[src/rtl/circuit2_seq.sv]
// circuit2 dataflow (d, e, f, compare, g, h, x, z) scheduled over one shared
// adder/subtractor and one comparator, one operation per FSM state.
module circuit2_seq #(
   parameter int unsigned DATAWIDTH = 32
) (
   input  logic                 Clk,
   input  logic                 Rst,
   input  logic                 start,
   input  logic [DATAWIDTH-1:0] a,
   input  logic [DATAWIDTH-1:0] b,
   input  logic [DATAWIDTH-1:0] c,
   output logic                 busy,
   output logic                 done,
   output logic [DATAWIDTH-1:0] x,
   output logic [DATAWIDTH-1:0] z
);

   localparam int unsigned STATE_W = 3;

   typedef enum logic [STATE_W-1:0] {
      S_IDLE = 3'd0,
      S_D    = 3'd1,
      S_E    = 3'd2,
      S_F    = 3'd3,
      S_CMP  = 3'd4,
      S_GH   = 3'd5,
      S_SH   = 3'd6,
      S_DONE = 3'd7
   } state_t;

   state_t state_q, state_d;

   // Operand copies and intermediates
   logic [DATAWIDTH-1:0] a_q, b_q, c_q;
   logic [DATAWIDTH-1:0] d_q, e_q, f_q, g_q, h_q;
   logic [DATAWIDTH-1:0] g_d, h_d, x_d, z_d;
   logic [DATAWIDTH-1:0] x_q, z_q;
   logic                 dlte_q, deqe_q;

   // Per-state control decoded from the state register
   logic                 cap_en, d_en, e_en, f_en, cmp_en, gh_en, sh_en;
   logic                 au_sub;
   logic [DATAWIDTH-1:0] au_opb;
   logic [DATAWIDTH-1:0] au_y;
   logic                 cmp_lt, cmp_eq;

   // State register
   always_ff @(posedge Clk or negedge Rst) begin
      if (!Rst) begin
         state_q <= S_IDLE;
      end else begin
         state_q <= state_d;
      end
   end

   // Next-state logic: strictly linear schedule, start only honoured in IDLE
   always_comb begin
      state_d = state_q;
      case (state_q)
         S_IDLE:  if (start) state_d = S_D;
         S_D:     state_d = S_E;
         S_E:     state_d = S_F;
         S_F:     state_d = S_CMP;
         S_CMP:   state_d = S_GH;
         S_GH:    state_d = S_SH;
         S_SH:    state_d = S_DONE;
         S_DONE:  state_d = S_IDLE;
         default: state_d = S_IDLE;
      endcase
   end

   // Output / control decode
   always_comb begin
      cap_en = 1'b0;
      d_en   = 1'b0;
      e_en   = 1'b0;
      f_en   = 1'b0;
      cmp_en = 1'b0;
      gh_en  = 1'b0;
      sh_en  = 1'b0;
      au_sub = 1'b0;
      au_opb = '0;
      busy   = (state_q != S_IDLE);
      done   = (state_q == S_DONE);
      case (state_q)
         S_IDLE: cap_en = start;
         S_D: begin
            d_en   = 1'b1;
            au_opb = b_q;
         end
         S_E: begin
            e_en   = 1'b1;
            au_opb = c_q;
         end
         S_F: begin
            f_en   = 1'b1;
            au_sub = 1'b1;
            au_opb = b_q;
         end
         S_CMP:   cmp_en = 1'b1;
         S_GH:    gh_en  = 1'b1;
         S_SH:    sh_en  = 1'b1;
         default: ;
      endcase
   end

   // Shared adder/subtractor; the left operand is always a
   assign au_y = au_sub ? (a_q - au_opb) : (a_q + au_opb);

   // Shared unsigned comparator
   assign cmp_lt = (d_q < e_q);
   assign cmp_eq = (d_q == e_q);

   // h consumes the freshly selected g in the same cycle
   assign g_d = dlte_q ? d_q : e_q;
   assign h_d = deqe_q ? g_d : f_q;

   // Shift by the 1-bit flags: logical, zero fill
   assign x_d = dlte_q ? {g_q[DATAWIDTH-2:0], 1'b0} : g_q;
   assign z_d = deqe_q ? {1'b0, h_q[DATAWIDTH-1:1]} : h_q;

   // Operand capture
   always_ff @(posedge Clk or negedge Rst) begin
      if (!Rst) begin
         a_q <= '0;
         b_q <= '0;
         c_q <= '0;
      end else if (cap_en) begin
         a_q <= a;
         b_q <= b;
         c_q <= c;
      end
   end

   // Arithmetic intermediates from the shared unit
   always_ff @(posedge Clk or negedge Rst) begin
      if (!Rst) begin
         d_q <= '0;
         e_q <= '0;
         f_q <= '0;
      end else begin
         if (d_en) d_q <= au_y;
         if (e_en) e_q <= au_y;
         if (f_en) f_q <= au_y;
      end
   end

   // Comparison flags and selected values
   always_ff @(posedge Clk or negedge Rst) begin
      if (!Rst) begin
         dlte_q <= 1'b0;
         deqe_q <= 1'b0;
         g_q    <= '0;
         h_q    <= '0;
      end else begin
         if (cmp_en) begin
            dlte_q <= cmp_lt;
            deqe_q <= cmp_eq;
         end
         if (gh_en) begin
            g_q <= g_d;
            h_q <= h_d;
         end
      end
   end

   // Results hold until the next shift step or reset
   always_ff @(posedge Clk or negedge Rst) begin
      if (!Rst) begin
         x_q <= '0;
         z_q <= '0;
      end else if (sh_en) begin
         x_q <= x_d;
         z_q <= z_d;
      end
   end

   assign x = x_q;
   assign z = z_q;

endmodule

[config.mk]
export PLATFORM = sky130hd
export DESIGN_NAME = circuit2_seq
export DESIGN_NICKNAME = d
export VERILOG_FILES = /design/src/rtl/circuit2_seq.sv
export SDC_FILE = /design/constraint.sdc
export NUM_CORES = 1
export LEC_CHECK = 0
export ABC_CLOCK_PERIOD_IN_PS = 6300
export BUFFER_PORTS_ARGS = -buffer_cell sky130_fd_sc_hd__buf_2
export CORE_MARGIN = 2
export CORE_UTILIZATION = 30
export CTS_CLUSTER_DIAMETER = 100
export DETAILED_ROUTE_END_ITERATION = 6
export GPL_ROUTABILITY_DRIVEN = 0
export GPL_TIMING_DRIVEN = 0
export PLACE_DENSITY = 0.47
export SKIP_CTS_REPAIR_TIMING = 1
export SLEW_MARGIN = 20
export SYNTH_ARGS = -nofsm -noshare
export SYNTH_HDL_FRONTEND = slang
export SYNTH_SLANG_ARGS = --single-unit
export TNS_END_PERCENT = 30
[constraint.sdc]
create_clock -name Clk -period 6.3 [get_ports Clk]
set_clock_uncertainty 0.15 [all_clocks]
set_input_delay 0.63 -clock Clk [delete_from_list [all_inputs] [get_ports Clk]]
set_output_delay 0.63 -clock Clk [all_outputs]
set_load 0.02 [all_outputs]
==> results.yml, run 1 <==
synthesis:
  synthMuxAreaShare_pct: 12.6
  postSynthAreaPerCell_sq_um: 9.77
  synth-compound-area-share_pct: 15.0
  syn-cell-area_sq_um: 16600
  netlist-cell-type-count: 55
  netlist_instances: 1700
  synth_top_family_by_area: "compound AO/OA/AOI/OAI gates"
  postSynthRegisterBits: 325
  synth_enable_flop_cells: 0
  ys_warn_count: 0
  synth_fp_nets: 1868
  synth_xor_area_share_pct: 2.95
  asyncSetResetFlopFracSynth_pct: 100
  synth-adder-area-share_pct: 5.25
  seq_area_frac_synth_pct: 49.0
  yosysTopAreaCellShare_pct: 49.0
  synth_top_flop_cell: "dfrtp_1"
  post-synth-top-count-cell: "nand2_1"
  synth_top_area_cell: "dfrtp_1"
  synthTopCellsByArea: "dfrtp_1, o21ai_0, nand2_1"
  synth_common_cells: "nand2_1, dfrtp_1, o21ai_0"
  synthSimpleGateAreaFrac_pct: 11.9
setup_path:
  crit_chain: "ha_1 > clkbuf_1 > nand2b_1 > clkbuf_1 > clkbuf_1 > buf_1 > o21a_1 > ha_1 > nand3b_1 > a21oi_1 > o311ai_1 > nand4_1 > o211ai_1 > a41oi_1 > xnor2_2 > xor2_1 > o21ai_1"
  cpPeakStageDelay_ns: 0.70
  cp_common_cell: "clkbuf_1"
  critPathTopFamily: "buffers and inverters"
  endpoint_kind: "flip-flop"
  crit_path_top_delay_cell: "clkbuf_1"
  path_class: "flip-flop to flip-flop"
  worstPathRequired_ns: 6.58
  start_kind: "flip-flop"
  crit_path_max_fanout: 10
  worstPathArrival_ns: 6.04
  worst-path-buf-inv: 4
floorplan:
  io_pins: 165
  die_area_sq_um: 57200
  initial_utilization_pct: 30.3
  die_h_um: 239
  core_sq_um: 54900
  num_rows: 86
  die_x_um: 239
route:
  final_antenna_net_count: 0
  drt-initial-drc-count: 616
  wl_per_cell_um: 18.0
  drt-total-wl_mm: 47.7
  viasPerCell: 4.80
  firstDrtPassIters: 7
  drc_errors: 0
  vias: 12700
finish:
  n_fill_cell: 5603
  regArea_sq_um: 8130
  antenna_cells: 0
  multi_input_area_sq_um: 7940
  final_util_pct: 36.2
  drive_above_1_share_pct: 18.8
  syn_to_final_growth_pct: 19.5
  fin_nets: 2078
timing:
  max_freq_ghz: 0.173
  fin_crit_ns: 5.77
  hold_viol: 0
  rsz0062_at_grt: "no"
  relSlewSlack_pct: 42.8
  fin_crit_sh_pct: 91.5
  finalSetupTns_ns: 0
  worst_pin_slew_ns: 0.858
  drv_slew: 0
  setup_viol: 0
place:
  io_buffers: 164
  dp_hpwl_mm: 37.1
clocking:
  clockBufferDepth: 3
  clk_latency_ns: 0.57
  clockRootBuffer: "clkbuf_16"
  tritoncts: "yes"
  htreeDepth: 2
  numCtsBuffers: 39
  clkTransAtPathRegs_ns: 0.06
  cts_sinks: 325
status:
  outcome: "complete, no violations"
job:
  maxCapViolations: 0
global_routing:
  grt_pass1_wl_mm: 75.4
  grt_pass1_vias: 13200
  track_usage_pct: 17.0
  grt_start_max_net_pins: 93
  grt_overflow_total: 0
  antenna_found_initial: 0
min_path:
  min_path_type: "input pin to flip-flop"
## worst paths after layout
path | start | end | slack, ns | cells past startpoint
max | state_q[0] | d_q[31] | 0.53 | 17
min reg2reg | x[15] | x[15] | 0.32 | 2
min in group asynchronous | Rst | z[9] | 0.40 | 2
max reg2reg | state_q[0] | d_q[31] | 0.53 | 17
max in group asynchronous | Rst | c_q[25] | 4.43 | 4
min | start | state_q[1] | 0.15 | 2
## registers in the layout, summed over array words and instances (netlist names)
signal,count
a_q,32
b_q,32
c_q,32
d_q,32
e_q,32
f_q,32
g_q,32
h_q,32
x,32
z,32
state_q,3
deqe_q,1
dlte_q,1
## logic make-up (layout without fill, tap and decap cells)
kind of cell             after synthesis  after routing
XOR/XNOR                              56             56
AND/OR/NAND/NOR                      460            460
multiplexers                         196            196
AO/OA/AOI/OAI                        450            450
buffers and inverters                144            384
flip-flops                           325            325
adder cells (fa/ha/maj)               69             69
## cell type report
cell class | instances | share of cell area, %
clock inverters | 15 | 0.990
repair buffers | 169 | 4.79
multi-input cells | 1231 | 40.0
plain buffers | 99 | 1.95
inverters | 45 | 0.851
well taps | 704 | 4.44
clock buffers | 56 | 5.95
flip-flops and latches | 325 | 41.0
## cell usage in the layout (no fill, tap or decap), drive strengths merged, types with 46 or more instances in the layout
cell type	count
ha	68
inv	46
o21ai	299
mux2i	94
clkbuf	130
mux2	102
buf	193
dfrtp	325
a21oi	71
nand2	330
## per-layer routing
layer	vias to the layer above	track usage (%)	routed length [um]
li1	6335	-	-
met1	6047	23.7	23100
met2	257	27.3	21500
met3	62	2.51	1970
met4	0	4.75	1050
met5	-	0	0
## through the flow
| step | setup WS [ns] | area [sq um] | instances | hold WS, ns |
|---|---|---|---|---|
| 2_1_floorplan | 1.64 | 16600 | 1700 | 0.184 |
| 3_3_place_gp | -2.02 | 18300 | 2568 | 0.309 |
| 3_5_place_dp | 0.0439 | 18400 | 2572 | 0.317 |
| 4_1_cts | -0.00532 | 19800 | 2643 | -0.204 |
| 5_1_grt | 0.00575 | 19800 | 2644 | 0.136 |
| 6_report | 0.533 | 19800 | 2644 | 0.148 |
Power of run 1 is not shown: default switching activity piles up to over one toggle a cycle in this logic, so the estimate is an artifact.
==> run 2: changes to the inputs <==
- CORE_MARGIN: 2 -> 5
- REMOVE_ABC_BUFFERS: unset -> 1
==> run 2 against run 1 <==
Compared with the run above: non-clock buffer count is 91 lower; sequential cell count did not move; critical path depth up 2; final cell count decreased by 1.8%; clock-buffer cell count down 1; utilization down 0.54 points; die area rose by 5.1%; cell area is 1.3% lower; first-iteration DRC count is 8.0% lower; hold slack better by 0.0073 ns.
==> results.yml, run 2 (synthesis gave the netlist of run 1 again) <==
timing:
  setup_viol: 0
  fin_crit_ns: 5.78
  hold_viol: 0
  drv_slew: 0
  worst_pin_slew_ns: 0.800
  max_freq_ghz: 0.173
  relSlewSlack_pct: 46.6
  fin_crit_sh_pct: 91.7
  rsz0062_at_grt: "no"
finish:
  final_common_cell: "nand2_1"
  fin_nets: 1987
  instances_no_fill: 2597
  final_util_pct: 35.6
  final_cell_mix: "nand2_1, dfrtp_1, o21ai_0, buf_2, mux2_2"
  n_fill_cell: 5618
  drive_above_1_share_pct: 19.6
  syn_to_final_growth_pct: 18.0
setup_path:
  cp_common_cell: "a21oi_1"
  crit_chain: "inv_1 > ha_2 > o21ai_0 > a21oi_2 > inv_1 > a31oi_1 > o21bai_1 > a21oi_1 > xor2_1 > ha_1 > a21oi_1 > o211ai_1 > a21oi_1 > nand4_1 > o211ai_1 > nand2_1 > a21oi_1 > mux2_2 > o211ai_1"
  endpoint_kind: "flip-flop"
  worstPathRequired_ns: 6.61
  start_kind: "flip-flop"
  critPathTopFamily: "compound AO/OA/AOI/OAI gates"
  path_class: "flip-flop to flip-flop"
  worst-path-buf-inv: 2
  worstPathArrival_ns: 6.09
  crit_path_max_fanout: 25
  cpPeakStageDelay_ns: 0.57
  crit_path_top_delay_cell: "ha_2"
floorplan:
  die_x_um: 245
  io_pins: 165
  num_rows: 86
  die_h_um: 245
  die_area_sq_um: 60100
  core_sq_um: 55000
  initial_utilization_pct: 30.2
global_routing:
  track_usage_pct: 14.4
  grt_start_max_net_pins: 83
  antenna_found_initial: 4
  grt_pass1_wl_mm: 70.0
  grt_overflow_total: 0
  grt_pass1_vias: 12500
clocking:
  clkTransAtPathRegs_ns: 0.06
  clockRootBuffer: "clkbuf_16"
  clockBufferDepth: 3
  numCtsBuffers: 39
  cts_sinks: 325
  htreeDepth: 2
  tritoncts: "yes"
  clk_latency_ns: 0.56
place:
  dp_hpwl_mm: 31.1
  io_buffers: 164
  dp_cells: 2525
route:
  drt-total-wl_mm: 43.3
  final_antenna_net_count: 0
  drt-initial-drc-count: 567
  drc_errors: 0
  wl_per_cell_um: 16.7
  viasPerCell: 4.69
  firstDrtPassIters: 5
  vias: 12200
job:
  maxCapViolations: 0
status:
  outcome: "complete, no violations"
min_path:
  min_path_type: "input pin to flip-flop"
-- run 2: cell types whose count changed in the layout (fill, tap and decap cells not counted), sizes merged --
cell / before / now
buf: 193 / 176
bufinv: 4 / 1
clkbuf: 130 / 55
clkinvlp: 1 / 3
diode: 0 / 1
inv: 46 / 47
-- run 2: area by class of cell --
| cell class | instances | area (sq um) | area share (%) |
|---|---|---|---|
| diodes | 1 | 2.50 | 0.0128 |
| clock buffers | 55 | 1100 | 5.60 |
| clock inverters | 15 | 134 | 0.684 |
| inverters | 45 | 169 | 0.863 |
| multi-input cells | 1231 | 7970 | 40.7 |
| flip-flops and latches | 325 | 8140 | 41.6 |
| well taps | 748 | 936 | 4.78 |
| repair buffers | 177 | 1130 | 5.79 |
-- run 2: path summary, 6_finish.rpt --
check	endpoint	cells past startpoint	startpoint	slack (ns)
hold reg to reg	z[16]	2	z[16]	0.32
hold / removal	a_q[13]	2	a[13]	0.16
setup / recovery	d_q[29]	19	state_q[1]	0.52
min in group asynchronous	c_q[3]	2	Rst	0.41
setup reg to reg	d_q[29]	19	state_q[1]	0.52
max in group asynchronous	z[23]	4	Rst	4.48
-- run 2: layer usage --
| metal | up-vias | global-route usage [%] | wire length, um |
|---|---|---|---|
| met5 | - | 0 | 37 |
| li1 | 6150 | - | - |
| met1 | 5741 | 19.8 | 20500 |
| met4 | 6 | 4.09 | 1110 |
| met3 | 72 | 3.04 | 1970 |
| met2 | 205 | 23.0 | 19600 |
-- run 2: through the flow --
step	setup TNS, ns	hold WS [ns]	instance area [sq um]	worst slack [ns]
floorplan	0	0.184	16200	1.23
global placement	-706.63	0.299	18000	-2.12
detailed placement	-0.126	0.305	18300	-0.0458
CTS	-0.294	-0.198	19600	-0.0735
global route	0	0.121	19600	0.0701
finish	0	0.155	19600	0.521
Power of run 2 is left out for the same reason.
==> run 3: changes to the inputs <==
- CORE_UTILIZATION: 30 -> 50
- PLACE_DENSITY: 0.47 -> 0.7
==> run 3 against run 2 <==
Compared with the run above: non-clock buffer count rose by 1; register-to-register slack improved by 0.21 ns; routed wire length fell by 13%; highest routed layer unchanged.
==> results.yml, run 3 (synthesis gave the netlist of run 1 again) <==
timing:
  rsz0062_at_grt: "no"
  whs_ns: 0.192
  relSlewSlack_pct: 49.2
  fin_crit_ns: 5.57
  finalSetupTns_ns: 0
  setup_viol: 0
  hold_viol: 0
  drv_slew: 0
  worst_pin_slew_ns: 0.762
  fin_crit_sh_pct: 88.4
  max_freq_ghz: 0.180
finish:
  antenna_cells: 0
  final_cell_mix: "nand2_1, dfrtp_1, o21ai_0, buf_2, mux2_2"
  n_fill_cell: 2872
  fin_nets: 1985
  drive_above_1_share_pct: 19.3
  syn_to_final_growth_pct: 14.9
  fin_area_sq_um: 19100
  final_common_cell: "nand2_1"
clocking:
  htreeDepth: 2
  clk_latency_ns: 0.51
  numCtsBuffers: 36
  tritoncts: "yes"
  clkTransAtPathRegs_ns: 0.06
  cts_sinks: 325
  clockBufferDepth: 3
  clockRootBuffer: "clkbuf_16"
floorplan:
  initial_utilization_pct: 50.9
  core_sq_um: 32600
  die_x_um: 192
  io_pins: 165
  die_h_um: 192
  num_rows: 66
  die_area_sq_um: 36900
global_routing:
  grt_pass1_wl_mm: 62.7
  globalRouteMet1Util_pct: 29.0
  grt_pass1_vias: 12300
  grt_start_max_net_pins: 94
  use_met3_pct: 3.93
  antenna_found_initial: 4
  grt_overflow_total: 0
  use_met2_pct: 33.1
  track_usage_pct: 20.6
  grt_most_used_layer: "met2"
setup_path:
  crit_chain: "inv_1 > ha_2 > o21ai_0 > a21oi_2 > inv_1 > a31oi_1 > o21bai_1 > a21oi_1 > xor2_1 > ha_1 > a21oi_1 > o211ai_1 > a21oi_1 > nand4_1 > o211ai_1 > nand2_1 > a21oi_1 > mux2_2 > o211ai_1"
  worstPathArrival_ns: 5.84
  crit_path_top_delay_cell: "ha_2"
  crit_path_max_fanout: 25
  worstPathRequired_ns: 6.57
  worst-path-buf-inv: 2
  path_class: "flip-flop to flip-flop"
  start_kind: "flip-flop"
  endpoint_kind: "flip-flop"
  critPathTopFamily: "compound AO/OA/AOI/OAI gates"
  cpPeakStageDelay_ns: 0.53
  cp_common_cell: "a21oi_1"
route:
  drt-initial-drc-count: 584
  drc_errors: 0
  final_antenna_net_count: 0
  firstDrtPassIters: 5
  drt-total-wl_mm: 37.6
  viasPerCell: 5.42
  vias: 12400
  wl_per_cell_um: 16.5
place:
  place_area_sq_um: 17900
  dp_hpwl_mm: 27.0
  io_buffers: 164
status:
  outcome: "complete, no violations"
job:
  maxCapViolations: 0
min_path:
  min_path_type: "input pin to flip-flop"
==> run 3: cell count changes in the layout (fill, tap and decap cells not counted) <==
| cell | delta |
|---|---|
| clkinv_8 | -1 |
| clkinv_2 | -1 |
| buf_16 | -3 |
| inv_6 | -2 |
| clkinv_4 | -1 |
| clkbuf_8 | +4 |
| diode_2 | -1 |
| nand2b_4 | -1 |
| buf_12 | +4 |
| clkbuf_16 | -3 |
| nand2b_2 | +1 |
| clkinvlp_4 | -3 |
| bufinv_16 | -1 |
==> run 3: metal layers <==
metal  up-vias  part of all wire [%]
met4         8                   2.5
li1       6105                     -
met5         -                  0.13
met3        64                   5.4
met2       273                    46
met1      5917                    46
==> run 3: metrics by stage <==
stage / setup slack (ns) / util (%) / instances
final: 0.730 / 58.5 / 2283
after global routing: 0.174 / 58.5 / 2283
after CTS: 0.266 / 58.4 / 2282
after detailed placement: 0.296 / 55.0 / 2220
after global placement: -1.68 / 53.9 / 2207
after floorplan: 1.23 / - / 1601
==> run 3: path summary, 6_finish.rpt <==
check	from	end	slack, ns	cells past startpoint
worst max-delay path	state_q[1]	d_q[29]	0.73	19
worst min-delay path	start	state_q[1]	0.19	2
worst max register to register	state_q[1]	d_q[29]	0.73	19
worst min register to register	f_q[1]	f_q[1]	0.32	2
max in group asynchronous	Rst	z[22]	4.28	4
min in group asynchronous	Rst	c_q[0]	0.55	2
==> run 3: layout make-up <==
| class | count | area, sq um | share of cell area, % |
|---|---|---|---|
| sequential | 325 | 8140 | 42.7 |
| multi-input combinational | 1231 | 7960 | 41.8 |
| timing repair buffer | 178 | 1130 | 5.94 |
| clock buffer | 56 | 1080 | 5.65 |
| tap | 442 | 553 | 2.90 |
| inverter | 45 | 169 | 0.886 |
| clock inverter | 6 | 33.8 | 0.177 |
==> run 3: worst reg2reg max path, cell delays in order (launching register included) <==
cell and delay (ns):
dfrtp_1 0.40, inv_1 0.12, ha_2 0.53, o21ai_0 0.21, a21oi_2 0.43, inv_1 0.13, a31oi_1 0.48, o21bai_1 0.28
a21oi_1 0.10, xor2_1 0.17, ha_1 0.38, a21oi_1 0.25, o211ai_1 0.13, a21oi_1 0.20, nand4_1 0.20, o211ai_1 0.36
nand2_1 0.16, a21oi_1 0.32, mux2_2 0.38, o211ai_1 0.09
Power of run 3 is left out for the same reason.
